### src/rtl/fpmul_pkg.sv
// ============================================================================
// fpmul_pkg
// ----------------------------------------------------------------------------
// Shared types and helpers for the fpmul_sched block.
// Word format: [15:11] unsigned exponent, [10:0] fraction, no sign field.
// Optional feature macro used by the block: FPMUL_SCHED_FASTNORM_EN.
// Revision: 1.0 - initial release
// ============================================================================
`default_nettype none

package fpmul_pkg;

    localparam int EXP_W  = 5;
    localparam int FRAC_W = 11;
    localparam int WORD_W = 16;

    typedef enum logic [1:0] {
        S_IDLE = 2'd0,
        S_MUL  = 2'd1,
        S_NORM = 2'd2,
        S_DONE = 2'd3
    } fpmul_state_t;

    function automatic logic [EXP_W-1:0] word_exp(input logic [WORD_W-1:0] w);
        return w[WORD_W-1:FRAC_W];
    endfunction

    function automatic logic [FRAC_W-1:0] word_frac(input logic [WORD_W-1:0] w);
        return w[FRAC_W-1:0];
    endfunction

    function automatic logic [WORD_W-1:0] make_word(input logic [EXP_W-1:0]  e,
                                                    input logic [FRAC_W-1:0] f);
        return {e, f};
    endfunction

endpackage

`default_nettype wire

### src/rtl/fpmul_norm.sv
// ============================================================================
// fpmul_norm
// ----------------------------------------------------------------------------
// Fraction multiply and post-normalisation datapath for fpmul_sched.
// Holds the working exponent/product registers.
//   clk, rst   : clock, synchronous active-high reset
//   load       : capture exp = ea+eb and the upper product half from op_a/op_b
//   step       : normalisation cycle (one-bit shift in the default build)
//   op_a, op_b : captured operand words
//   norm_done  : result is normalised (or zero) and ready to be taken
//   result     : normalised result word (valid while norm_done)
// Macro FPMUL_SCHED_FASTNORM_EN: defined -> leading-zero count normalises in
// a single cycle; undefined -> one shift per cycle.
// Revision: 1.0 - initial release
// ============================================================================
`default_nettype none

module fpmul_norm
    import fpmul_pkg::*;
(
    input  logic              clk,
    input  logic              rst,
    input  logic              load,
    input  logic              step,
    input  logic [WORD_W-1:0] op_a,
    input  logic [WORD_W-1:0] op_b,
    output logic              norm_done,
    output logic [WORD_W-1:0] result
);

    logic [EXP_W-1:0]    exp_q;
    logic [FRAC_W-1:0]   prod_q;
    logic [2*FRAC_W-1:0] full_prod;
    logic [FRAC_W-1:0]   prod_hi;
    logic                prod_zero;

    assign full_prod = {{FRAC_W{1'b0}}, word_frac(op_a)} * {{FRAC_W{1'b0}}, word_frac(op_b)};
    // Only the upper half of the product is kept; the low half is truncated.
    assign prod_hi   = FRAC_W'(full_prod >> FRAC_W);
    assign prod_zero = (prod_q == '0);

`ifdef FPMUL_SCHED_FASTNORM_EN
    logic [3:0] shamt;
    logic       unused_step;

    assign unused_step = step;

    // Leading-zero count: the highest set bit wins because it is visited last.
    always_comb begin
        shamt = '0;
        for (int i = 0; i < FRAC_W; i++) begin
            if (prod_q[i]) begin
                shamt = 4'(FRAC_W - 1 - i);
            end
        end
    end

    always_ff @(posedge clk) begin
        if (rst) begin
            exp_q  <= '0;
            prod_q <= '0;
        end else if (load) begin
            exp_q  <= word_exp(op_a) + word_exp(op_b);
            prod_q <= prod_hi;
        end
    end

    assign norm_done = 1'b1;
    assign result    = prod_zero ? '0
                                 : make_word(exp_q - EXP_W'(shamt), prod_q << shamt);
`else
    always_ff @(posedge clk) begin
        if (rst) begin
            exp_q  <= '0;
            prod_q <= '0;
        end else if (load) begin
            exp_q  <= word_exp(op_a) + word_exp(op_b);
            prod_q <= prod_hi;
        end else if (step && !norm_done) begin
            // Exponent underflow wraps modulo 32 silently.
            prod_q <= prod_q << 1;
            exp_q  <= exp_q - 1'b1;
        end
    end

    assign norm_done = prod_zero || prod_q[FRAC_W-1];
    assign result    = prod_zero ? '0 : make_word(exp_q, prod_q);
`endif

endmodule

`default_nettype wire

### src/rtl/fpmul_sched.sv
// ============================================================================
// fpmul_sched
// ----------------------------------------------------------------------------
// Round-robin scheduler sharing one unsigned half-width FP multiplier among
// NUM_REQ requesters. One operation in flight: IDLE -> MUL -> NORM -> DONE.
//   clk, rst      : clock, synchronous active-high reset
//   req_valid     : per-requester request
//   req_a, req_b  : packed operands, requester i at [16i+15:16i]
//   req_ready     : one-hot accept strobe (combinational, IDLE only)
//   rsp_valid     : result available (DONE)
//   rsp_id        : requester owning the result
//   rsp_data      : result word
//   rsp_ready     : consumer accepts result
//   busy          : state is not IDLE
// Macro FPMUL_SCHED_FASTNORM_EN selects single-cycle normalisation.
// Revision: 1.0 - initial release
// ============================================================================
`default_nettype none

module fpmul_sched
    import fpmul_pkg::*;
#(
    parameter int NUM_REQ = 4,
    parameter int ID_W    = $clog2(NUM_REQ)
) (
    input  logic                      clk,
    input  logic                      rst,
    input  logic [NUM_REQ-1:0]        req_valid,
    input  logic [WORD_W*NUM_REQ-1:0] req_a,
    input  logic [WORD_W*NUM_REQ-1:0] req_b,
    output logic [NUM_REQ-1:0]        req_ready,
    output logic                      rsp_valid,
    output logic [ID_W-1:0]           rsp_id,
    output logic [WORD_W-1:0]         rsp_data,
    input  logic                      rsp_ready,
    output logic                      busy
);

    fpmul_state_t      state, state_next;
    logic [ID_W-1:0]   ptr;
    logic [ID_W-1:0]   grant;
    logic [ID_W-1:0]   id_q;
    logic              found;
    logic [WORD_W-1:0] op_a, op_b;
    logic [WORD_W-1:0] rsp_data_q;
    logic              norm_done;
    logic [WORD_W-1:0] norm_result;

    // Search upward from ptr with wrap. Iterating from the farthest offset
    // down lets the nearest valid requester overwrite earlier candidates.
    always_comb begin
        int idx;
        idx   = 0;
        found = 1'b0;
        grant = '0;
        for (int i = NUM_REQ - 1; i >= 0; i--) begin
            idx = int'(ptr) + i;
            if (idx >= NUM_REQ) begin
                idx = idx - NUM_REQ;
            end
            if (req_valid[idx]) begin
                found = 1'b1;
                grant = ID_W'(idx);
            end
        end
    end

    always_comb begin
        state_next = state;
        req_ready  = '0;
        case (state)
            S_IDLE: begin
                if (found) begin
                    req_ready[grant] = 1'b1;
                    state_next       = S_MUL;
                end
            end
            S_MUL:   state_next = S_NORM;
            S_NORM:  if (norm_done) state_next = S_DONE;
            S_DONE:  if (rsp_ready) state_next = S_IDLE;
            default: state_next = S_IDLE;
        endcase
    end

    always_ff @(posedge clk) begin
        if (rst) begin
            state      <= S_IDLE;
            ptr        <= '0;
            id_q       <= '0;
            op_a       <= '0;
            op_b       <= '0;
            rsp_data_q <= '0;
        end else begin
            state <= state_next;
            if (state == S_IDLE && found) begin
                id_q <= grant;
                op_a <= req_a[WORD_W*grant +: WORD_W];
                op_b <= req_b[WORD_W*grant +: WORD_W];
            end
            // Result is frozen here so it stays stable through DONE back-pressure.
            if (state == S_NORM && norm_done) begin
                rsp_data_q <= norm_result;
            end
            if (state == S_DONE && rsp_ready) begin
                ptr <= (id_q == ID_W'(NUM_REQ - 1)) ? '0 : id_q + 1'b1;
            end
        end
    end

    fpmul_norm u_norm (
        .clk       (clk),
        .rst       (rst),
        .load      (state == S_MUL),
        .step      (state == S_NORM),
        .op_a      (op_a),
        .op_b      (op_b),
        .norm_done (norm_done),
        .result    (norm_result)
    );

    assign rsp_valid = (state == S_DONE);
    assign rsp_id    = id_q;
    assign rsp_data  = rsp_data_q;
    assign busy      = (state != S_IDLE);

endmodule

`default_nettype wire

### config.mk
export PLATFORM = sky130hd
export DESIGN_NAME = fpmul_sched
export DESIGN_NICKNAME = d
export VERILOG_FILES = /design/src/rtl/fpmul_pkg.sv /design/src/rtl/fpmul_norm.sv /design/src/rtl/fpmul_sched.sv
export SDC_FILE = /design/constraint.sdc
export NUM_CORES = 1
export LEC_CHECK = 0
export ABC_AREA = 1
export CAP_MARGIN = 10
export CORE_MARGIN = 5
export CORE_UTILIZATION = 55
export CTS_CLUSTER_DIAMETER = 30
export DETAILED_ROUTE_END_ITERATION = 12
export PLACE_DENSITY = 0.86
export SETUP_SLACK_MARGIN = 0.15
export SYNTH_ARGS = -nofsm -noshare
export SYNTH_HDL_FRONTEND = slang
export SYNTH_HIERARCHICAL = 1
export SYNTH_SLANG_ARGS = --single-unit
### constraint.sdc
create_clock -name clk -period 6.7 [get_ports clk]
set_clock_uncertainty 0.2 [all_clocks]
set_input_delay 0.67 -clock clk [delete_from_list [all_inputs] [get_ports clk]]
set_output_delay 0.67 -clock clk [all_outputs]
set_load 0.02 [all_outputs]
Word level (Yosys, flattened, before mapping) --
Cells that the tools add are included.
Word-level totals: register bits after elaboration 70, bits in latches 0, RAM bits 0, bits in read-only memories 0, input bits 135, word-level logic and storage cells 88, memories 0
Operators by class: add/subtract/negate cells 10, multipliers 1, div/mod/pow operators 0, magnitude comparators 10, equal/unequal tests 7, shifts and indexed selects 2, muxes and demuxes 38, bitwise logic cells 0, reduce and logical (&&, ||, !) cells 12
Operators with widths (count):
- $lt 32x4->1 const B | 4
- $mux 32 | 4
- $shiftx 64x7->16 | 2
- $mul 11x11->22 | 1
- $mux 11 | 2
- $mux 16 | 1
- $mux 2 | 8
- $mux 1 | 13
- $sub 3x3->4 const B | 3
- $logic_not 11->1 | 1
- $mux 5 | 2
- $ge 3x3->1 const B | 3
- $bmux 1 s2 | 4
- $mux 4 | 2
- $pmux 2 s4 | 1
- $add 2x2->3 const B | 2
- $eq 2x2->1 const B | 3
- $add 5x5->5 | 1
- $logic_and 1x1->1 | 5
- $sub 5x1->5 const B | 1
- $ne 2x2->1 const B | 2
- $reduce_bool 2->1 | 2
- $sub 2x3->4 const B | 1
- $add 2x1->3 const B | 1
- other kinds (11) | 11

Logic depth before layout (Yosys ltp) --
Gate-level depths: netlist of run 1.
depth after elaboration 16, mapped depth 25, gate-level depth less buffers 24

Hierarchy --
Netlist of run 1, hierarchy kept.
By module, submodules not included:
- fpmul_norm | times used 1, cells an instance 754, area an instance 5301.3 um^2, seq. area each 320.3 um^2
- fpmul_sched | times used 1, cells an instance 587, area an instance 3454.6 um^2, seq. area each 1081.0 um^2

Least setup slack after synthesis of run 1 --
OpenSTA, ideal clock, no wires.
path type reg-to-reg, start point register op_b[4], end point register u_norm.prod_q[1], library setup time 0.119 ns, arrival time 4.658 ns, setup slack 1.723 ns, cell stages (with the launch flop) 21, buffers on the path 1, clock period less this slack 4.977 ns, path through dfxtp_1 clkbuf_1 nand2_1 fa_1 inv_1 fa_1 fa_1 fa_1 inv_1 fa_1 inv_1 ha_1 a21oi_2 inv_1 a31oi_1 nand2_1 a21oi_1 inv_1 or2_1 nand3_1 a21oi_1
Between the ends: word-level cells in the longest chain between the ends 2
RTL lines:
- from (decl) | RTL line fpmul_sched.sv:44 | logic [WORD_W-1:0] op_a, op_b;
- from (signal assigned) | RTL line fpmul_sched.sv:98 | op_b <= req_b[WORD_W*grant +: WORD_W];
- $mul 11x11->22 | RTL line fpmul_norm.sv:37 | assign full_prod = {{FRAC_W{1'b0}}, word_frac(op_a)} * {{FRAC_W{1'b0}}, word_frac(op_b)};
- $mux 11 | RTL line fpmul_norm.sv:76 | end else if (load) begin
- to (signal assigned) | RTL line fpmul_norm.sv:78 | prod_q <= prod_hi;
- to (signal assigned) | RTL line fpmul_norm.sv:81 | prod_q <= prod_q << 1;
- to (decl) | RTL line fpmul_norm.sv:32 | logic [FRAC_W-1:0] prod_q;
No other way between the ends. A chain may end at the register's enable or synchronous reset.

Worst setup path after layout of run 1 --
start point register op_a[7], end point register u_norm.prod_q[1]
Between the ends: word-level cells in the longest chain between the ends 2
RTL lines:
- from (decl) | RTL line fpmul_sched.sv:44
- from (signal assigned) | RTL line fpmul_sched.sv:97 | op_a <= req_a[WORD_W*grant +: WORD_W];
- $mul 11x11->22 | RTL line fpmul_norm.sv:37
- $mux 11 | RTL line fpmul_norm.sv:76
No other way between the ends.

==> metrics.txt, run 1 <==
later-pin clock latency in the skew report=0.34 ns; switching power of the nets=around 2.6 mW; Horiz. Die Dim=136 um; hold slack final=0.282 ns; routed length per placed instance=approximately 14 um; number of hold buffers added after cts=0; total global routing track utilization=25.2%; Via density=5.12; final count of pins violating max slew=0; Hold Fails Final Rpt=0; min Tclk post-route=around 5.4 ns; combinational cell fraction of total power=roughly 70%; vias in the first global route=around 8500; timing startpoint of the critical path=op_a[7]; Crit Reg-Reg Startpoint=op_a[7]; post-route clock period utilization=80.9%; count of cells resized by post-cts repair=0; transition time of the tightest slew-check pin=around 0.90 ns; number of distinct library cell variants in the gate-level netlist after synthesis=40; effective utilization at floorplan=55.5%; portion of total power attributed to sequential cells=approximately 20%; CP arrival=5.43 ns; Detailed Route Iter0 Violations=577; setup repair after global routing missed its margin=no; Max-slew headroom=about two fifths; post-detailed-routing wire length=22900 um; number of synthesized register bits=70; Setup Viol. Count Final=0; Syn Nets=between 1500 and 2000; cells after synthesis=1341; kind of launch point of the worst setup path=flip-flop; synthesized area per cell=about 6.5 sq um; GP Congestion=~0.9; Max clock buf depth=2; Sum Neg Setup Slack=0 ns; cell internal pwr=about 2.2 mW; number of port buffers=approximately 160; clock transition at the registers of the reported paths=~0.060 ns; Crit Path Category=flip-flop to flip-flop; maximum fanout along the worst path=12; number of diodes added for antenna fixing=0; sum of net half-perimeters after detailed placement=around 18000 um; CTS H-tree depth=3; Pre-Repair DR Iteration Count=6; required arrival time at the worst endpoint=between 6 and 7 ns; Inserted Clock Buffers=9; Layout Nets=approximately 1700; # Post-CTS Setup Buffers=0; Seq/Total Area, Yosys=16.0%; share of layout cells above drive strength 1=under 10%; via count=8510; total overflow reported by the global router=0; Synth Warn #=6; CTS Root Cell=clkbuf_16; core footprint=roughly 16000 sq um; status=complete, no violations; Crit. End Element=flip-flop; antenna violations before repair=0; worst hold start=rsp_data[1]; worst vdd ir=~0.35 mV; number of clock sinks=70; HP Class=flip-flop to flip-flop; maximum achievable frequency=about 180 MHz; Antenna Nets Post-Route=0; area delta synth->final=20.7%; power density relative to cell area=roughly 450 nW/um^2; wire length of the first global-routing pass=38200 um; portion of total power attributed to the clock network=between 10% and 20%; Mapped Area=around 9000 sq um; pin count of the biggest net entering global routing=69; proportion of total power due to net switching=between 50% and 60%; post-detailed-route DRC marker count=0; die footprint=18500 sq um; maxcap violations=0; Site Rows=46; clock tree from TritonCTS=built; Die Height=~140 um; number of primary I/O pins=between 150 and 200; leakage power figure=approximately 5.6 nW
==> cell usage in the layout, fill, tap and decap left out, drive strengths merged <==
cell type      netlist  final
nor2               154    154
a21o                 3      3
fa                  80     80
a31oi                4      4
xnor2                2      2
o21a                 2      2
o22ai                2      2
inv                268    270
ha                  67     67
nand4                3      3
xor2                 7      7
nand3b               1      1
or2                  3      3
nand3               94     94
buf                 31      2
clkbuf              39     10
a211oi               1      1
nor3                 5      5
o21ai               52     52
dfxtp               70     70
a21oi               62     62
clkinvlp             0      2
nand2              383    383
clkdlybuf4s50        0    157
o211ai               1      1
nor4                 7      7
bufinv               0      2
==> state kept, by name (all words and copies together) (netlist names) <==
register       cells
rsp_data          16
ptr                2
op_b              16
state              2
u_norm/prod_q     11
op_a              16
u_norm/exp_q       5
rsp_id             2
==> power groups by stage <==
stage          combinational [mW]  clock, mW  sequential, mW
2_1_floorplan                2.67          0           0.736
3_3_place_gp                 3.16          0           0.918
3_5_place_dp                 3.23          0           0.927
5_1_grt                      3.75      0.558           0.958
6_report                     3.27      0.533           0.930
4_1_cts                      3.27      0.536           0.921
==> path summary, 6_finish.rpt <==
| kind | cells past startpoint | slack (ns) | endpoint |
|---|---|---|---|
| worst min register to register | 2 | 0.28 | rsp_data[1] |
| worst min-delay path | 2 | 0.28 | rsp_data[1] |
| worst max-delay path | 19 | 1.28 | u_norm/prod_q[1] |
| worst max register to register | 19 | 1.28 | u_norm/prod_q[1] |
==> critical path: stages, from the launching register on <==
cell and delay [ns]:
dfxtp_1 0.64, nand2_1 0.16, fa_1 0.55, inv_1 0.05, fa_1 0.53, fa_1 0.45, fa_1 0.55, inv_1 0.05
fa_1 0.52, inv_1 0.04, ha_1 0.39, a21oi_2 0.21, inv_1 0.05, a31oi_1 0.22, nand2_1 0.10, a21oi_1 0.12
inv_1 0.06, or2_1 0.20, nand3_1 0.08, a21oi_1 0.09
==> stage by stage <==
step	setup slack, ns	instance area, sq um	utilization [%]	instances	power [mW]
2_1_floorplan	1.72	8760	-	1341	3.40
3_3_place_gp	1.40	10200	64.9	1646	4.08
3_5_place_dp	1.37	10200	64.9	1646	4.15
4_1_cts	1.34	10600	67.0	1662	4.73
5_1_grt	0.959	10600	67.0	1662	5.27
6_report	1.28	10600	67.0	1662	4.74
==> per-layer routing <==
| metal | track usage (%) | wire [um] | vias to the layer above |
|---|---|---|---|
| met3 | 4.33 | 1510 | 54 |
| met4 | 8.62 | 643 | 0 |
| met1 | 30.4 | 9170 | 3905 |
| li1 | - | - | 4227 |
| met2 | 45.2 | 11500 | 324 |
| met5 | 0 | 0 | - |
==> synth_stat cells <==
| cell type | count | area [sq um] |
|---|---|---|
| nand3_1 | 90 | 450 |
| nand2_4 | 3 | 33.8 |
| a211oi_1 | 1 | 7.51 |
| a31oi_4 | 1 | 21.3 |
| a21o_1 | 3 | 22.5 |
| buf_12 | 1 | 20.0 |
| inv_1 | 258 | 968 |
| buf_2 | 18 | 90.1 |
| nand4_1 | 3 | 18.8 |
| nor4_2 | 1 | 12.5 |
| buf_4 | 6 | 45.0 |
| o21ai_2 | 3 | 26.3 |
| buf_6 | 6 | 67.6 |
| nand2_1 | 357 | 1340 |
| nand2_2 | 23 | 144 |
| clkbuf_1 | 39 | 146 |
| a21oi_1 | 56 | 280 |
| nand3_2 | 4 | 40.0 |
| fa_1 | 80 | 1600 |
| xor2_1 | 7 | 61.3 |
| o21ai_0 | 48 | 240 |
| xnor2_1 | 2 | 17.5 |
| a21oi_2 | 6 | 52.6 |
| a31oi_1 | 3 | 18.8 |
| nor4_1 | 5 | 31.3 |
| o21a_1 | 2 | 15.0 |
| nor2_1 | 148 | 556 |
| nor3_1 | 5 | 25.0 |
| dfxtp_1 | 70 | 1400 |
| inv_2 | 10 | 37.5 |
| ha_1 | 67 | 838 |
| or2_2 | 2 | 12.5 |
| o22ai_1 | 2 | 12.5 |
| o21ai_1 | 1 | 5.00 |
| or2_1 | 1 | 6.26 |
| nor2_4 | 3 | 33.8 |
| nor2_2 | 3 | 18.8 |
| o211ai_1 | 1 | 7.51 |
| nor4_4 | 1 | 21.3 |
| nand3b_1 | 1 | 7.51 |
==> logic make-up (layout without fill, tap and decap cells) <==
group,Yosys count,in the layout,share of synthesized area (%)
flip-flops,70,70,16.0
XOR/XNOR,9,9,0.900
AO/OA/AOI/OAI,127,127,8.10
AND/OR/NAND/NOR,650,650,31.4
adder cells (fa/ha/maj),147,147,27.9
buffers and inverters,338,443,15.7
==> final cells by class <==
| cell class | instances | area (sq um) |
|---|---|---|
| Timing Repair Buffer | 159 | 1580 |
| Clock inverter | 6 | 92.6 |
| Clock buffer | 10 | 239 |
| Tap cell | 216 | 270 |
| Inverter | 268 | 1010 |
| Multi-Input combinational cell | 933 | 5980 |
| Fill cell | 1384 | 5200 |
| Sequential cell | 70 | 1400 |
No activity file was read; power rests on OpenSTA's default activity.
==> run 2: changes to the inputs <==
- CORE_UTILIZATION: 55 -> 50
- PLACE_DENSITY: 0.86 -> 0.83
- clock period: 6.7 -> 4.75 ns (I/O delays scaled with it)
==> run 2 against run 1 <==
Effect of this change:
- the run now ends with negative setup slack left
- sequential share of layout area is 0.70 points lower
- highest routed layer unchanged
- utilization rose by 0.59 points
- clock-buffer cell count unchanged
- largest cell class unchanged
- global-route usage is 1.2 points lower
- power rose by 82%
- clock power grew 39%
==> metrics.txt, run 2 (synthesis results as in run 1) <==
post-detailed-route DRC marker count=0 (unchanged); later-pin clock latency in the skew report=0.34 ns (about the same); clock tree from TritonCTS=built; GP Congestion=0.948 (+2.6%); Site Rows=48 (+4.3%); most used cells in the layout excluding fill and tap cells=332 x nand2_1, 238 x inv_1, 157 x clkdlybuf4s50_1, 146 x nor2_1, 90 x nand3_1; most frequent standard cell in the layout excluding fill and tap cells=nand2_1; wire length of the first global-routing pass=40200 um (+5.1%); number of port buffers=158 (unchanged); maximum achievable frequency=205 MHz (+11%); CTS Root Cell=clkbuf_16; total global routing track utilization=24.0% (-1.2 points); PnR worst setup slack=-0.120 ns (-1.40 ns); routed length per placed instance=14.4 um (+4.5%); cells traversed along the worst timing path=nand2_2, fa_1, inv_2, fa_1, fa_1, fa_1, inv_2, fa_1, inv_2, ha_4, nand2_2, nor4_4, nand3_2, nand4_1, nand3_1, nand2_1, a21oi_2; via count=9017 (+6.0%); Via density=5.16 (+0.86%); timing startpoint of the critical path=op_a[8]; maximum fanout along the worst path=7 (-5); Max-slew headroom=37.7% (-2.6 points); worst vdd ir=0.574 mV (+64%); Crit Path Category=flip-flop to flip-flop; number of hold buffers added after cts=0 (unchanged); die footprint=20300 sq um (+9.2%); area delta synth->final=33.1%; post-route clock period utilization=103% (+22 points); CTS H-tree depth=3 (unchanged); Setup Viol. Count Final=8 (+8); clock transition at the registers of the reported paths=0.06 ns (about the same); min Tclk post-route=4.87 ns (-0.548 ns); effective utilization at floorplan=50.8% (-4.7 points); Crit. End Element=flip-flop; largest delay contributor family on the critical path=adder cells; core footprint=17200 sq um (+9.3%); number of primary I/O pins=159 (unchanged); power density relative to cell area=741 nW/um^2 (+65%); summed area of non-filler cells in the final layout=11700 sq um (+10%); status=finished with violations; Die Height=142 um (+4.5%); antenna violations before repair=0 (unchanged); depth of the most critical reg-to-reg path=17 (-2); transition time of the tightest slew-check pin=0.935 ns (+0.0385 ns); total overflow reported by the global router=0 (unchanged); Max clock buf depth=2 (unchanged); Worst R2R End=u_norm/prod_q[9]; number of clock sinks=70 (unchanged); final count of pins violating max slew=0 (unchanged); CP arrival=4.86 ns (-0.57 ns); pin count of the biggest net entering global routing=53 (-23%); Pre-Repair DR Iteration Count=7 (+1); required arrival time at the worst endpoint=4.74 ns (-1.98 ns); sequential cell area=1460 sq um (+4.5%); number of inserted filler cells in the final layout=1404 (+1.4%); Layout Nets=1798 (+4.4%); post-detailed-routing wire length=25100 um (+9.8%); Horiz. Die Dim=142 um (+4.5%); critical path capture point=u_norm/prod_q[9]; HP Class=flip-flop to flip-flop; number of diodes added for antenna fixing=0 (unchanged); sum of net half-perimeters after detailed placement=18500 um (+4.4%); vias in the first global route=8981 (+6.0%); CP max-delay cell=fa_1; placement-stage cell area=10700 sq um (+4.9%); maxcap violations=0 (unchanged); Antenna Nets Post-Route=0 (unchanged); violations in the final reports=negative setup slack; kind of launch point of the worst setup path=flip-flop; number of logic stages on the critical path including buffering=17 (-2); slack of the worst reg-to-reg path=-0.12 ns (-1.40 ns); Inserted Clock Buffers=9 (unchanged); Hold Fails Final Rpt=0 (unchanged); fin util=67.6% (+0.59 points); leakage power figure=6.02 nW (+7.3%); Detailed Route Iter0 Violations=801 (+39%); biggest cell delay along the critical path=0.56 ns (-0.08 ns); most repeated library cell on the critical path=fa_1; setup repair after global routing missed its margin=yes; share of layout cells above drive strength 1=16.8% (+11 points); Crit Reg-Reg Startpoint=op_a[8]; multi-input logic area=6390 sq um (+6.9%); total buffers and inverters traversed by the critical path=3 (-2)
==> run 2: cell types whose count changed in the layout (fill, tap and decap cells not counted), moves of 20 or more <==
cell	previous run	this run
dfxtp_1	70	50
inv_2	10	30
nand2_2	23	44
inv_1	258	238
buf_4	1	67
nand2_1	357	332
==> run 2: how the worst min path moves through the flow <==
stage	slack [ns]	start	endpoint	depth (start not counted)
after CTS	0.28	u_norm/prod_q[4]	u_norm/prod_q[4]	2
after global placement	0.27	rsp_data[4]	rsp_data[4]	2
final	0.28	rsp_data[4]	rsp_data[4]	2
after global routing	0.31	u_norm/prod_q[4]	u_norm/prod_q[4]	2
after detailed placement	0.27	rsp_data[4]	rsp_data[4]	2
after floorplan	0.25	u_norm/exp_q[1]	u_norm/exp_q[1]	2
==> run 2: stage by stage <==
step | instances | total power, mW | TNS [ns] | setup slack, ns | hold WS (ns)
floorplan | 1341 | 5.21 | 0 | 0.140 | 0.252
global placement | 1705 | 6.50 | -0.529 | -0.0780 | 0.268
detailed placement | 1705 | 6.66 | -1.53 | -0.199 | 0.273
CTS | 1728 | 7.78 | -0.311 | -0.0665 | 0.283
global route | 1746 | 9.41 | -1.64 | -0.216 | 0.306
finish | 1746 | 8.64 | -0.490 | -0.120 | 0.284
==> run 2: where the power goes <==
group	internal (mW)	total [mW]	leakage, nW	switching (mW)
clock	0.465	0.743	0.154	0.279
combinational	2.87	6.65	5.27	3.79
sequential	0.883	1.24	0.587	0.361
total	4.21	8.64	6.02	4.43
==> run 2: final cells by class <==
class	count	share of cell area, %
tap	225	2.41
clock inverter	6	0.805
clock buffer	10	1.96
multi-input combinational	933	54.8
inverter	268	8.63
timing repair buffer	234	18.8
sequential	70	12.6
==> run 2: repair_timing <==
action	4_1_cts	5_1_grt
endpoints found under the setup margin	11	11
pin swaps	21	52
cloned	0	0
gates resized for setup	50	81
setup buffers	7	18
==> run 2: routing by layer <==
layer	vias up	GRT usage, %	share of wire [%]
li1	4383	-	-
met5	-	0	0
met2	377	43.7	51
met3	82	4.47	7.3
met4	0	9.30	3.6
met1	4175	27.7	38
==> run 2: worst reg2reg max path: stages, from the launching register on <==
cell and delay [ns]:
dfxtp_4 0.40, nand2_2 0.08, fa_1 0.56, inv_2 0.05, fa_1 0.54, fa_1 0.44
fa_1 0.52, inv_2 0.05, fa_1 0.54, inv_2 0.05, ha_4 0.31, nand2_2 0.12
nor4_4 0.37, nand3_2 0.13, nand4_1 0.12, nand3_1 0.08, nand2_1 0.11, a21oi_2 0.05
